[config.mk]
export PLATFORM = sky130hd
export DESIGN_NAME = pr_frame_sync_ctrl
export DESIGN_NICKNAME = d
export VERILOG_FILES = /design/src/rtl/pr_ctrl_pkg.sv /design/src/rtl/frame_tick_gen.sv /design/src/rtl/pr_frame_sync_ctrl.sv
export SDC_FILE = /design/constraint.sdc
export NUM_CORES = 1
export LEC_CHECK = 0
export ABC_CLOCK_PERIOD_IN_PS = 11800
export CORE_MARGIN = 1.5
export CORE_UTILIZATION = 30
export CTS_CLUSTER_DIAMETER = 60
export DETAILED_ROUTE_END_ITERATION = 10
export PLACE_DENSITY = 0.47
export SKIP_LAST_GASP = 1
export SLEW_MARGIN = 20
export SYNTH_ARGS = -nofsm -noshare
export SYNTH_HDL_FRONTEND = slang
export SYNTH_HIERARCHICAL = 1
export SYNTH_SLANG_ARGS = --single-unit
[constraint.sdc]
create_clock -name clk -period 11.8 [get_ports clk]
set_clock_uncertainty 0.15 [all_clocks]
set_input_delay 2.36 -clock clk [delete_from_list [all_inputs] [get_ports clk]]
set_output_delay 2.36 -clock clk [all_outputs]
set_load 0.005 [all_outputs]
[src/rtl/pr_ctrl_pkg.sv]
// rtl/pr_ctrl_pkg.sv - shared types and encodings for the PR frame sync controller
package pr_ctrl_pkg;

  typedef enum logic [2:0] {
    IDLE,
    WAIT_SOF,
    DRAIN,
    DECOUPLED,
    SETTLE,
    RESTORE
  } state_t;

  localparam logic [1:0] MUX_WINDOWED = 2'd0;
  localparam logic [1:0] MUX_FORCE_B  = 2'd1;
  localparam logic [1:0] MUX_FORCE_A  = 2'd2;

  // States in which the missing-video timeout is allowed to advance
  function automatic logic counts_time(state_t s);
    return (s == WAIT_SOF) || (s == DRAIN) || (s == SETTLE) || (s == RESTORE);
  endfunction

endpackage

[src/rtl/frame_tick_gen.sv]
// rtl/frame_tick_gen.sv - vsync rising-edge detect with a no-video timeout fallback
module frame_tick_gen #(
  parameter int TIMEOUT_CYC = 2_000_000,
  parameter int TO_W        = 21
) (
  input  logic clk,
  input  logic reset_n,
  input  logic vsync_in,
  input  logic cnt_en,
  input  logic cnt_clr,
  output logic tick,
  output logic timed_out
);

  localparam logic [TO_W-1:0] TO_LAST = TO_W'(TIMEOUT_CYC - 1);

  logic            vsync_d;
  logic [TO_W-1:0] to_cnt;
  logic            frame_start;
  logic            to_hit;

  assign frame_start = vsync_in & ~vsync_d;
  assign to_hit      = cnt_en & (to_cnt == TO_LAST);
  assign tick        = frame_start | to_hit;
  // A real frame start in the same cycle takes credit for the tick
  assign timed_out   = to_hit & ~frame_start;

  // Delayed vsync; resets high so a vsync already high at release is not an edge
  always_ff @(posedge clk or negedge reset_n) begin
    if (!reset_n) vsync_d <= 1'b1;
    else          vsync_d <= vsync_in;
  end

  // Timeout counter restarts on every tick so repeated timeouts stay periodic
  always_ff @(posedge clk or negedge reset_n) begin
    if (!reset_n)                        to_cnt <= '0;
    else if (tick || cnt_clr || !cnt_en) to_cnt <= '0;
    else                                 to_cnt <= to_cnt + 1'b1;
  end

endmodule

[src/rtl/pr_frame_sync_ctrl.sv]
// rtl/pr_frame_sync_ctrl.sv - frame-synchronous decouple/mux sequencer for PR regions A and B
module pr_frame_sync_ctrl
  import pr_ctrl_pkg::*;
#(
  parameter int SETTLE_FRAMES = 2,
  parameter int TIMEOUT_CYC   = 2_000_000,
  parameter int TO_W          = 21
) (
  input  logic       clk,
  input  logic       reset_n,
  input  logic       vsync_in,
  input  logic       pr_req,
  input  logic       pr_sel,
  input  logic       pr_done,
  output logic       pr_ack,
  output logic       decouple_a,
  output logic       decouple_b,
  output logic [1:0] mux_mode,
  output logic       busy,
  output logic       no_video
);

  state_t     state, state_nx;
  logic       sel, sel_nx;
  logic [3:0] settle_cnt, settle_nx;
  logic [1:0] mux_nx;
  logic       ack_nx, dec_a_nx, dec_b_nx, busy_nx, nv_nx;
  logic       tick, timed_out;

  frame_tick_gen #(
    .TIMEOUT_CYC(TIMEOUT_CYC),
    .TO_W       (TO_W)
  ) u_tick (
    .clk      (clk),
    .reset_n  (reset_n),
    .vsync_in (vsync_in),
    .cnt_en   (counts_time(state)),
    .cnt_clr  (state_nx != state),
    .tick     (tick),
    .timed_out(timed_out)
  );

  // State and registered outputs
  always_ff @(posedge clk or negedge reset_n) begin
    if (!reset_n) begin
      state      <= IDLE;
      sel        <= 1'b0;
      settle_cnt <= '0;
      mux_mode   <= MUX_WINDOWED;
      pr_ack     <= 1'b0;
      decouple_a <= 1'b0;
      decouple_b <= 1'b0;
      busy       <= 1'b0;
      no_video   <= 1'b0;
    end else begin
      state      <= state_nx;
      sel        <= sel_nx;
      settle_cnt <= settle_nx;
      mux_mode   <= mux_nx;
      pr_ack     <= ack_nx;
      decouple_a <= dec_a_nx;
      decouple_b <= dec_b_nx;
      busy       <= busy_nx;
      no_video   <= nv_nx;
    end
  end

  // Next state; a dropped request takes priority over a coincident tick
  always_comb begin
    state_nx = state;
    unique case (state)
      IDLE:      if (pr_req) state_nx = WAIT_SOF;
      WAIT_SOF:  if (!pr_req) state_nx = IDLE;
                 else if (tick) state_nx = DRAIN;
      DRAIN:     if (!pr_req) state_nx = RESTORE;
                 else if (tick) state_nx = DECOUPLED;
      DECOUPLED: if (pr_done) state_nx = SETTLE;
      SETTLE:    if (tick && settle_cnt == 4'd1) state_nx = RESTORE;
      RESTORE:   if (tick) state_nx = IDLE;
      default:   state_nx = IDLE;
    endcase
  end

  // Next values of the registered outputs; the full-frame mux always shows the region not being decoupled
  always_comb begin
    sel_nx    = sel;
    settle_nx = settle_cnt;
    mux_nx    = mux_mode;
    ack_nx    = pr_ack;
    dec_a_nx  = decouple_a;
    dec_b_nx  = decouple_b;
    nv_nx     = no_video | timed_out;
    unique case (state)
      IDLE: if (pr_req) begin
        sel_nx = pr_sel;
        nv_nx  = 1'b0;
      end
      WAIT_SOF: if (pr_req && tick) mux_nx = sel ? MUX_FORCE_A : MUX_FORCE_B;
      DRAIN: if (pr_req && tick) begin
        ack_nx   = 1'b1;
        dec_a_nx = ~sel;
        dec_b_nx = sel;
      end
      DECOUPLED: if (pr_done) begin
        ack_nx    = 1'b0;
        dec_a_nx  = 1'b0;
        dec_b_nx  = 1'b0;
        settle_nx = 4'(SETTLE_FRAMES);
      end
      SETTLE:  if (tick) settle_nx = settle_cnt - 4'd1;
      RESTORE: if (tick) mux_nx = MUX_WINDOWED;
      default: ;
    endcase
    busy_nx = (state_nx != IDLE);
  end

endmodule
==> impl_metrics.env, run 1 <==
export IMPL_place_congestion=0.703
export IMPL_fin_crit_sh_pct=44.4
export IMPL_power_leakage_nw=0.873
export IMPL_first_iter_violations=66
export IMPL_synth_area_leaders="dfrtp_1 47%, xnor2_1 4.6%, nor2_1 4.3%"
export IMPL_post_cts_setup_buffers=0
export IMPL_remaining_drc_errors=0
export IMPL_design_area_um2=2180
export IMPL_synthCells=196
export IMPL_critical_path_endpoint_type="flip-flop"
export IMPL_cts_buffers=5
export IMPL_worstReg2RegStart="state[2]$_DFF_PN0_"
export IMPL_core_area_um2=6060
export IMPL_clockRootBuffer="clkbuf_8"
export IMPL_r2r_cells=14
export IMPL_area_growth_pct=13.7
export IMPL_avgRoutedWirePerCell_um=13.3
export IMPL_ir_worst_vdd_uv=59.2
export IMPL_viasPerCell=4.95
export IMPL_vias=1415
export IMPL_slew_headroom_pct=43.8
export IMPL_grt_pass1_wl_mm=6.72
export IMPL_fin_nets=219
export IMPL_worstSetupStartpoint="vsync_in"
export IMPL_wirelength_mm=3.81
export IMPL_final_layout_size_suffix_gt1_share_pct=10.4
export IMPL_syn_area_per_cell_um2=9.79
export IMPL_drt_antenna_violating_nets=0
export IMPL_netlist_cell_type_count=44
export IMPL_final_cell_mix="36 x dfrtp_1, 22 x nor2_1, 17 x nand2_1, 11 x o21ai_0, 11 x clkdlybuf4s50_1"
export IMPL_async_flop_share_pct=100
export IMPL_synth_seq_cells=37
export IMPL_antenna_found_initial=0
export IMPL_grt_ovfl_total=0
export IMPL_clkTransAtPathRegs_ns=0.08
export IMPL_cap_violations=0
export IMPL_h_tree_depth=2
export IMPL_worstPathRequired_ns=11.87
export IMPL_instances_no_fill=286
export IMPL_fin_tns_setup_ns=0
export IMPL_start_util_pct=31.7
export IMPL_antennaDiodeCount=0
export IMPL_whs_ns=0.319
export IMPL_power_density_nw_per_um2=166
export IMPL_fin_util_pct=36.0
export IMPL_crit_type="in2reg"
export IMPL_postPlaceCellArea_um2=2100
export IMPL_row_count=28
export IMPL_yosysTopAreaCell="dfrtp_1"
export IMPL_r2r_end="u_tick/to_cnt[11]$_DFF_PN0_"
export IMPL_synth_edff_count=0
export IMPL_ios=13
export IMPL_fin_crit_ns=5.23
export IMPL_maxSlewViolCount=0
export IMPL_dieHeight_um=83.0
export IMPL_die_x_um=83.0
export IMPL_cts_sinks=37
export IMPL_final_common_cell="dfrtp_1"
export IMPL_port_buffers=12
export IMPL_setup_viol=0
export IMPL_grt_usage_pct=12.1
export IMPL_cp_start_kind="primary input"
export IMPL_tightestPinTransition_ns=0.843
export IMPL_hold_buffers=0
export IMPL_drtPass1Iterations=4
export IMPL_synth_nets=205
export IMPL_synth_ff_type="dfrtp_1"
export IMPL_yosysTopAreaCellShare_pct=46.9
export IMPL_outcome="finished clean"
export IMPL_cts_tree="done"
export IMPL_cts_resized=0
export IMPL_grt_pass1_vias=1369
export IMPL_yosysWarnings=6
export IMPL_syn_area_um2=1920
export IMPL_grt_max_degree=38
export IMPL_hp_class="reg2reg"
export IMPL_dp_cells=278
export IMPL_crit_fanout=19
export IMPL_r2r_slack_ns=7.55
export IMPL_die_area_um2=6890
export IMPL_insertion_delay_ns=0.29
export IMPL_synth_seq_area_share_pct=48.3
export IMPL_fmax_mhz=191
export IMPL_cp_arrival_ns=5.30
export IMPL_hpwl_mm=2.53
export IMPL_hold_violations=0
export IMPL_fillerInstances=617
export IMPL_crit_end="u_tick/to_cnt[11]$_DFF_PN0_"
export IMPL_clockBufferDepth=2
export IMPL_rsz0062_at_grt="no"
## where the power goes
part	switching [W]	internal [W]	leakage, nW
clock network	0.0000453	0.0000410	0.0450
logic	0.0000506	0.0000501	0.338
registers	0.0000276	0.000148	0.490
total	0.000124	0.000239	0.873
## critical path: stages
cell             delay (ns)
clkdlybuf4s50_1        0.50
inv_1                  0.04
o21ai_0                0.62
nand4bb_4              0.21
or4b_4                 0.52
nand3_2                0.12
mux2i_1                0.08
nor3b_1                0.38
o31ai_2                0.12
buf_4                  0.22
nor2_1                 0.13
## metrics by stage
stage	setup WS [ns]	total power [W]
after floorplan	7.08	0.000242
after global routing	6.35	0.000390
after detailed placement	6.28	0.000280
after global placement	6.37	0.000282
after CTS	6.57	0.000370
final	6.57	0.000363
## state kept, by name, indices dropped and copies added, names as in the netlist
name	cells
busy	1
u_tick/vsync_d	1
mux_mode	2
u_tick/to_cnt	21
no_video	1
state	3
settle_cnt	4
sel	1
decouple_b	1
decouple_a	1
pr_ack	1
## synth_stat cells, types with 4 or more instances
cell type and count:
a21oi_1 10, dfrtp_1 36, inv_1 9, nand2_1 17
nand3_1 7, nor2_1 22, nor2b_1 4, nor3_1 5
o21ai_0 11, or4_1 6, xnor2_1 10, xor2_1 5
## cells by family after synthesis
group / synth area share [%]
XOR/XNOR: 6.84
AO/OA/AOI/OAI: 10.3
buffers and inverters: 3.65
AND/OR/NAND/NOR: 27.9
flip-flops: 48.3
adder cells (fa/ha/maj): 1.96
multiplexers: 1.04
## how the worst min path moves through the flow
stage | cells past startpoint | to | slack, ns | startpoint
after CTS | 1 | u_tick/to_cnt[0]$_DFF_PN0_ | 0.32 | u_tick/to_cnt[0]$_DFF_PN0_
final | 1 | u_tick/to_cnt[0]$_DFF_PN0_ | 0.32 | u_tick/to_cnt[0]$_DFF_PN0_
after detailed placement | 1 | u_tick/to_cnt[0]$_DFF_PN0_ | 0.31 | u_tick/to_cnt[0]$_DFF_PN0_
after floorplan | 1 | u_tick/to_cnt[0]$_DFF_PN0_ | 0.28 | u_tick/to_cnt[0]$_DFF_PN0_
after global placement | 1 | u_tick/to_cnt[0]$_DFF_PN0_ | 0.31 | u_tick/to_cnt[0]$_DFF_PN0_
after global routing | 1 | u_tick/to_cnt[0]$_DFF_PN0_ | 0.36 | u_tick/to_cnt[0]$_DFF_PN0_
## layer usage
layer / vias to the layer above / share of wire, % / GRT usage, %
met2: 21 / 43 / 18.9
met5: - / 0 / 0
met4: 0 / 1.4 / 4.55
li1: 721 / - / -
met1: 666 / 51 / 15.9
met3: 7 / 3.7 / 3.28
## area by class of cell
class                      count  area [um2]  area share, %
clock buffer                   6        72.6           3.33
clock inverter                 2        10.0          0.459
inverter                       9        33.8           1.55
multi-input combinational    144         922           42.3
sequential                    37         927           42.5
tap                           75        93.8           4.30
timing repair buffer          13         123           5.62
Power figures use the tool's default switching activity.
==> run 2, diff against run 1 <==
- ABC_CLOCK_PERIOD_IN_PS: 11800 -> 5350
- clock period: 11.8 -> 5.35 ns (I/O delays scaled with it)
==> impl_metrics.env, run 2 (synthesized netlist as in run 1, its figures left out) <==
export IMPL_fin_nets=219
export IMPL_power_leakage_nw=0.887
export IMPL_r2r_slack_ns=1.17
export IMPL_antenna_found_initial=0
export IMPL_setup_viol=0
export IMPL_grt_usage_pct=12.4
export IMPL_die_area_um2=6890
export IMPL_ios=13
export IMPL_outcome="finished clean"
export IMPL_die_x_um=83.0
export IMPL_row_count=28
export IMPL_fin_crit_sh_pct=78.1
export IMPL_crit_fanout=19
export IMPL_cp_arrival_ns=4.25
export IMPL_grt_pass1_wl_mm=6.86
export IMPL_viasPerCell=4.95
export IMPL_largest_register_ffs=21
export IMPL_crit_path_cell_trace="nor2_1 -> xnor2_1 -> nor4bb_1 -> nand4b_1 -> or3_2 -> o21ai_0 -> nand4bb_4 -> or4b_4 -> nand3_2 -> mux2i_1 -> nor3b_1 -> o31ai_2 -> buf_4 -> a21oi_1"
export IMPL_grt_ovfl_total=0
export IMPL_grt_max_degree=38
export IMPL_slew_headroom_pct=43.7
export IMPL_dp_cells=278
export IMPL_tightestPinTransition_ns=0.845
export IMPL_fin_tns_setup_ns=0
export IMPL_clkTransAtPathRegs_ns=0.07
export IMPL_hold_violations=0
export IMPL_clockRootBuffer="clkbuf_8"
export IMPL_hpwl_mm=2.54
export IMPL_cts_resized=0
export IMPL_critPathSlowestCell="dfrtp_1"
export IMPL_fin_util_pct=36.6
export IMPL_place_congestion=0.766
export IMPL_insertion_delay_ns=0.29
export IMPL_r2r_cells=14
export IMPL_cp_start_kind="flip-flop"
export IMPL_post_cts_setup_buffers=0
export IMPL_antennaDiodeCount=0
export IMPL_first_iter_violations=64
export IMPL_core_area_um2=6060
export IMPL_hold_buffers=0
export IMPL_critical_path_endpoint_type="flip-flop"
export IMPL_drt_antenna_violating_nets=0
export IMPL_cts_sinks=37
export IMPL_grt_pass1_vias=1463
export IMPL_hp_class="reg2reg"
export IMPL_crit_type="reg2reg"
export IMPL_remaining_drc_errors=0
export IMPL_clockBufferDepth=2
export IMPL_worstPathRequired_ns=5.42
export IMPL_crit_end="u_tick/to_cnt[19]$_DFF_PN0_"
export IMPL_h_tree_depth=2
export IMPL_vias=1417
export IMPL_final_layout_size_suffix_gt1_share_pct=10.4
export IMPL_worstReg2RegStart="state[0]$_DFF_PN0_"
export IMPL_drtPass1Iterations=4
export IMPL_cts_tree="done"
export IMPL_fmax_mhz=239
export IMPL_ir_worst_vdd_uv=159
export IMPL_area_growth_pct=15.5
export IMPL_r2r_end="u_tick/to_cnt[19]$_DFF_PN0_"
export IMPL_power_density_nw_per_um2=388
export IMPL_worstSetupStartpoint="state[0]$_DFF_PN0_"
export IMPL_start_util_pct=31.7
export IMPL_cpPeakStageDelay_ns=0.63
export IMPL_rsz0062_at_grt="no"
export IMPL_regMostFlops="u_tick/to_cnt"
export IMPL_wirelength_mm=3.75
export IMPL_cts_buffers=5
export IMPL_instances_no_fill=286
export IMPL_fin_crit_ns=4.18
export IMPL_maxSlewViolCount=0
export IMPL_dieHeight_um=83.0
export IMPL_largest_registers="u_tick/to_cnt (21), settle_cnt (4), state (3)"
export IMPL_final_common_cell="dfrtp_1"
export IMPL_avgRoutedWirePerCell_um=13.1
export IMPL_port_buffers=12
export IMPL_final_cell_mix="36 x dfrtp_1, 22 x nor2_1, 17 x nand2_1, 11 x o21ai_0, 11 x clkdlybuf4s50_1"
export IMPL_cap_violations=0
[run 2: changes by cell type in the layout (fill, tap and decap cells not counted), sizes merged]
cell    change
clkbuf      +1
bufinv      +1
clkinv      -2
[run 2: how the worst min path moves through the flow]
stage | cells after the start | to | slack (ns) | start
finish | 1 | u_tick/to_cnt[0]$_DFF_PN0_ | 0.31 | u_tick/to_cnt[0]$_DFF_PN0_
global route | 1 | u_tick/to_cnt[0]$_DFF_PN0_ | 0.36 | u_tick/to_cnt[0]$_DFF_PN0_
CTS | 1 | u_tick/to_cnt[0]$_DFF_PN0_ | 0.32 | u_tick/to_cnt[0]$_DFF_PN0_
detailed placement | 1 | u_tick/to_cnt[0]$_DFF_PN0_ | 0.31 | u_tick/to_cnt[0]$_DFF_PN0_
global placement | 1 | u_tick/to_cnt[0]$_DFF_PN0_ | 0.31 | u_tick/to_cnt[0]$_DFF_PN0_
floorplan | 1 | u_tick/to_cnt[0]$_DFF_PN0_ | 0.28 | u_tick/to_cnt[0]$_DFF_PN0_
[run 2: stage by stage]
step	hold slack (ns)	cell area [um2]	setup WS [ns]	power, W
after CTS	0.319	2220	1.13	0.000873
after floorplan	0.282	1920	1.57	0.000533
final	0.314	2220	1.17	0.000859
after global placement	0.305	2100	1.18	0.000616
after global routing	0.365	2220	0.669	0.000923
after detailed placement	0.309	2100	1.11	0.000611
[run 2: cell type report]
class	instances	area (um2)
Clock buffer	7	86.3
Tap cell	75	93.8
Clock inverter	1	30.0
Fill cell	604	3840
Multi-Input combinational cell	144	922
Timing Repair Buffer	13	123
Sequential cell	37	927
Inverter	9	33.8
[run 2: power by group]
part / total (W) / leakage, nW / internal [W] / switching (W)
clock: 0.000255 / 0.0585 / 0.000152 / 0.000103
sequential: 0.000386 / 0.490 / 0.000327 / 0.0000598
combinational: 0.000218 / 0.338 / 0.000110 / 0.000108
[run 2: routing by layer]
layer	vias up	global-route usage [%]	wire length, um
li1	719	-	-
met1	668	16.0	1860
met2	23	19.1	1700
met3	7	3.28	114
met4	0	6.36	74
met5	-	0	0
[run 2: critical path, delay by kind of cell (launching register included)]
family / cells / cell delay, ns
AOI/OAI and AO/OA: 3 / 0.57
xor gates and xnor gates: 1 / 0.19
muxes: 1 / 0.08
and+or+nand+nor: 8 / 2.26
buffers and inverters: 1 / 0.22
DFF: 1 / 0.63
==> run 3, diff against run 2 <==
- ABC_CLOCK_PERIOD_IN_PS: 5350 -> 3600
- PLACE_DENSITY: 0.47 -> 0.49
- clock period: 5.35 -> 3.6 ns (I/O delays scaled with it)
==> impl_metrics.env, run 3 (synthesized netlist as in run 1, its figures left out) <==
export IMPL_outcome="finished clean"
export IMPL_largest_register_ffs=21
export IMPL_place_congestion=0.746
export IMPL_hp_start="u_tick/to_cnt[0]$_DFF_PN0_"
export IMPL_remaining_drc_errors=0
export IMPL_cp_num_buf_inv=1
export IMPL_largest_registers="u_tick/to_cnt (21), settle_cnt (4), state (3)"
export IMPL_maxSlewViolCount=0
export IMPL_hold_buffers=0
export IMPL_clockBufferDepth=2
export IMPL_core_area_um2=6060
export IMPL_final_common_cell="dfrtp_1"
export IMPL_h_tree_depth=2
export IMPL_wirelength_mm=3.89
export IMPL_final_layout_size_suffix_gt1_share_pct=15.4
export IMPL_grt_max_degree=38
export IMPL_regMostFlops="u_tick/to_cnt"
export IMPL_row_count=28
export IMPL_clockRootBuffer="clkbuf_8"
export IMPL_fin_tns_setup_ns=0
export IMPL_setup_viol=0
export IMPL_start_util_pct=31.7
export IMPL_critPathTopFamily="simple AND/OR/NAND/NOR gates"
export IMPL_cts_sinks=37
export IMPL_cts_buffers=5
export IMPL_finalPower_w=0.00126
export IMPL_grt_usage_pct=12.1
export IMPL_hold_violations=0
export IMPL_power_density_nw_per_um2=550
export IMPL_dp_cells=286
export IMPL_fin_nets=229
export IMPL_fin_crit_ns=3.38
export IMPL_path_depth=14
export IMPL_hpwl_mm=2.70
export IMPL_avgRoutedWirePerCell_um=13.1
export IMPL_ios=13
export IMPL_first_iter_violations=97
export IMPL_antenna_found_initial=0
export IMPL_drt_antenna_violating_nets=0
export IMPL_fin_crit_sh_pct=93.9
export IMPL_drtPass1Iterations=4
export IMPL_hp_class="reg2reg"
export IMPL_area_growth_pct=19.4
export IMPL_ir_worst_vdd_uv=238
export IMPL_cp_arrival_ns=3.44
export IMPL_critical_path_endpoint_type="flip-flop"
export IMPL_r2r_slack_ns=0.22
export IMPL_worstPathRequired_ns=3.66
export IMPL_final_cell_mix="36 x dfrtp_1, 22 x nor2_1, 17 x nand2_1, 11 x clkdlybuf4s50_1"
export IMPL_power_leakage_nw=0.933
export IMPL_port_buffers=12
export IMPL_cpPeakStageDelay_ns=0.49
export IMPL_r2r_end="u_tick/to_cnt[15]$_DFF_PN0_"
export IMPL_die_x_um=83.0
export IMPL_fmax_mhz=296
export IMPL_crit_path_cell_trace="nor2_1 -> xnor2_1 -> nor4bb_2 -> nand4b_1 -> or3_2 -> o21ai_2 -> nand4bb_4 -> or4b_4 -> nand3_2 -> mux2i_1 -> nor3b_2 -> o31ai_2 -> buf_12 -> a21oi_1"
export IMPL_cts_tree="done"
export IMPL_critPathSlowestCell="or4b_4"
export IMPL_die_area_um2=6890
export IMPL_r2r_cells=14
export IMPL_insertion_delay_ns=0.29
export IMPL_slew_headroom_pct=44.4
export IMPL_dieHeight_um=83.0
export IMPL_viasPerCell=4.97
export IMPL_cp_start_kind="flip-flop"
export IMPL_fillerInstances=615
export IMPL_grt_pass1_wl_mm=6.75
export IMPL_instances_no_fill=296
export IMPL_cap_violations=0
export IMPL_worstSetupStartpoint="state[2]$_DFF_PN0_"
export IMPL_crit_end="u_tick/to_cnt[15]$_DFF_PN0_"
export IMPL_crit_fanout=19
export IMPL_antennaDiodeCount=0
export IMPL_grt_pass1_vias=1427
export IMPL_crit_type="reg2reg"
export IMPL_worstReg2RegStart="state[2]$_DFF_PN0_"
export IMPL_vias=1472
export IMPL_tightestPinTransition_ns=0.834
export IMPL_clkTransAtPathRegs_ns=0.07
export IMPL_grt_ovfl_total=0
export IMPL_holdPathStages=1
## run 3: changes by cell type in the layout (fill, tap and decap cells not counted), sizes merged
cell / before / now
buf: 2 / 12
bufinv: 1 / 0
clkbuf: 7 / 8
## run 3: how the worst min path moves through the flow
stage / to / slack [ns]
floorplan: busy$_DFF_PN0_ / 0.27
global placement: u_tick/to_cnt[0]$_DFF_PN0_ / 0.31
detailed placement: u_tick/to_cnt[0]$_DFF_PN0_ / 0.30
CTS: u_tick/to_cnt[0]$_DFF_PN0_ / 0.32
global route: u_tick/to_cnt[0]$_DFF_PN0_ / 0.34
finish: u_tick/to_cnt[0]$_DFF_PN0_ / 0.32
## run 3: timing repair
item	CTS	global route
endpoints found under the setup margin	0	19
buffers inserted	0	2
resized for setup	0	1
## run 3: power breakdown
group | switching, W | total, W | leakage [nW] | internal (W)
logic | 0.000214 | 0.000423 | 0.397 | 0.000208
clock network | 0.000144 | 0.000300 | 0.0455 | 0.000156
registers | 0.0000506 | 0.000537 | 0.490 | 0.000486
## run 3: cell type report
cell class	count	area [um2]	area share, %
inverter	9	33.8	1.47
clock buffer	8	90.1	3.93
sequential	37	927	40.4
multi-input combinational	144	937	40.9
tap	75	93.8	4.09
timing repair buffer	23	210	9.17
## run 3: metrics by stage
step           hold slack, ns  utilization (%)  area (um2)  worst slack (ns)
6_report                0.320             37.8        2290             0.219
5_1_grt                 0.344             37.8        2290         -0.000945
4_1_cts                 0.317             37.5        2270             0.114
3_5_place_dp            0.300             36.0        2180             0.169
3_3_place_gp            0.305             36.0        2180             0.259
2_1_floorplan           0.274                -        1930            0.0286
## run 3: worst register-to-register path, cell delays in order (launching register included)
cell and delay, ns:
dfrtp_1 0.38, nor2_1 0.13, xnor2_1 0.15, nor4bb_2 0.23, nand4b_1 0.15, or3_2 0.47
o21ai_2 0.11, nand4bb_4 0.13, or4b_4 0.49, nand3_2 0.11, mux2i_1 0.10, nor3b_2 0.26
o31ai_2 0.13, buf_12 0.17, a21oi_1 0.13
## run 3: routing by layer
layer / part of all wire (%) / GRT usage, %
met4: 2.9 / 5.45
met2: 47 / 18.9
met1: 47 / 15.8
met3: 2.9 / 2.98
met5: 0 / 0
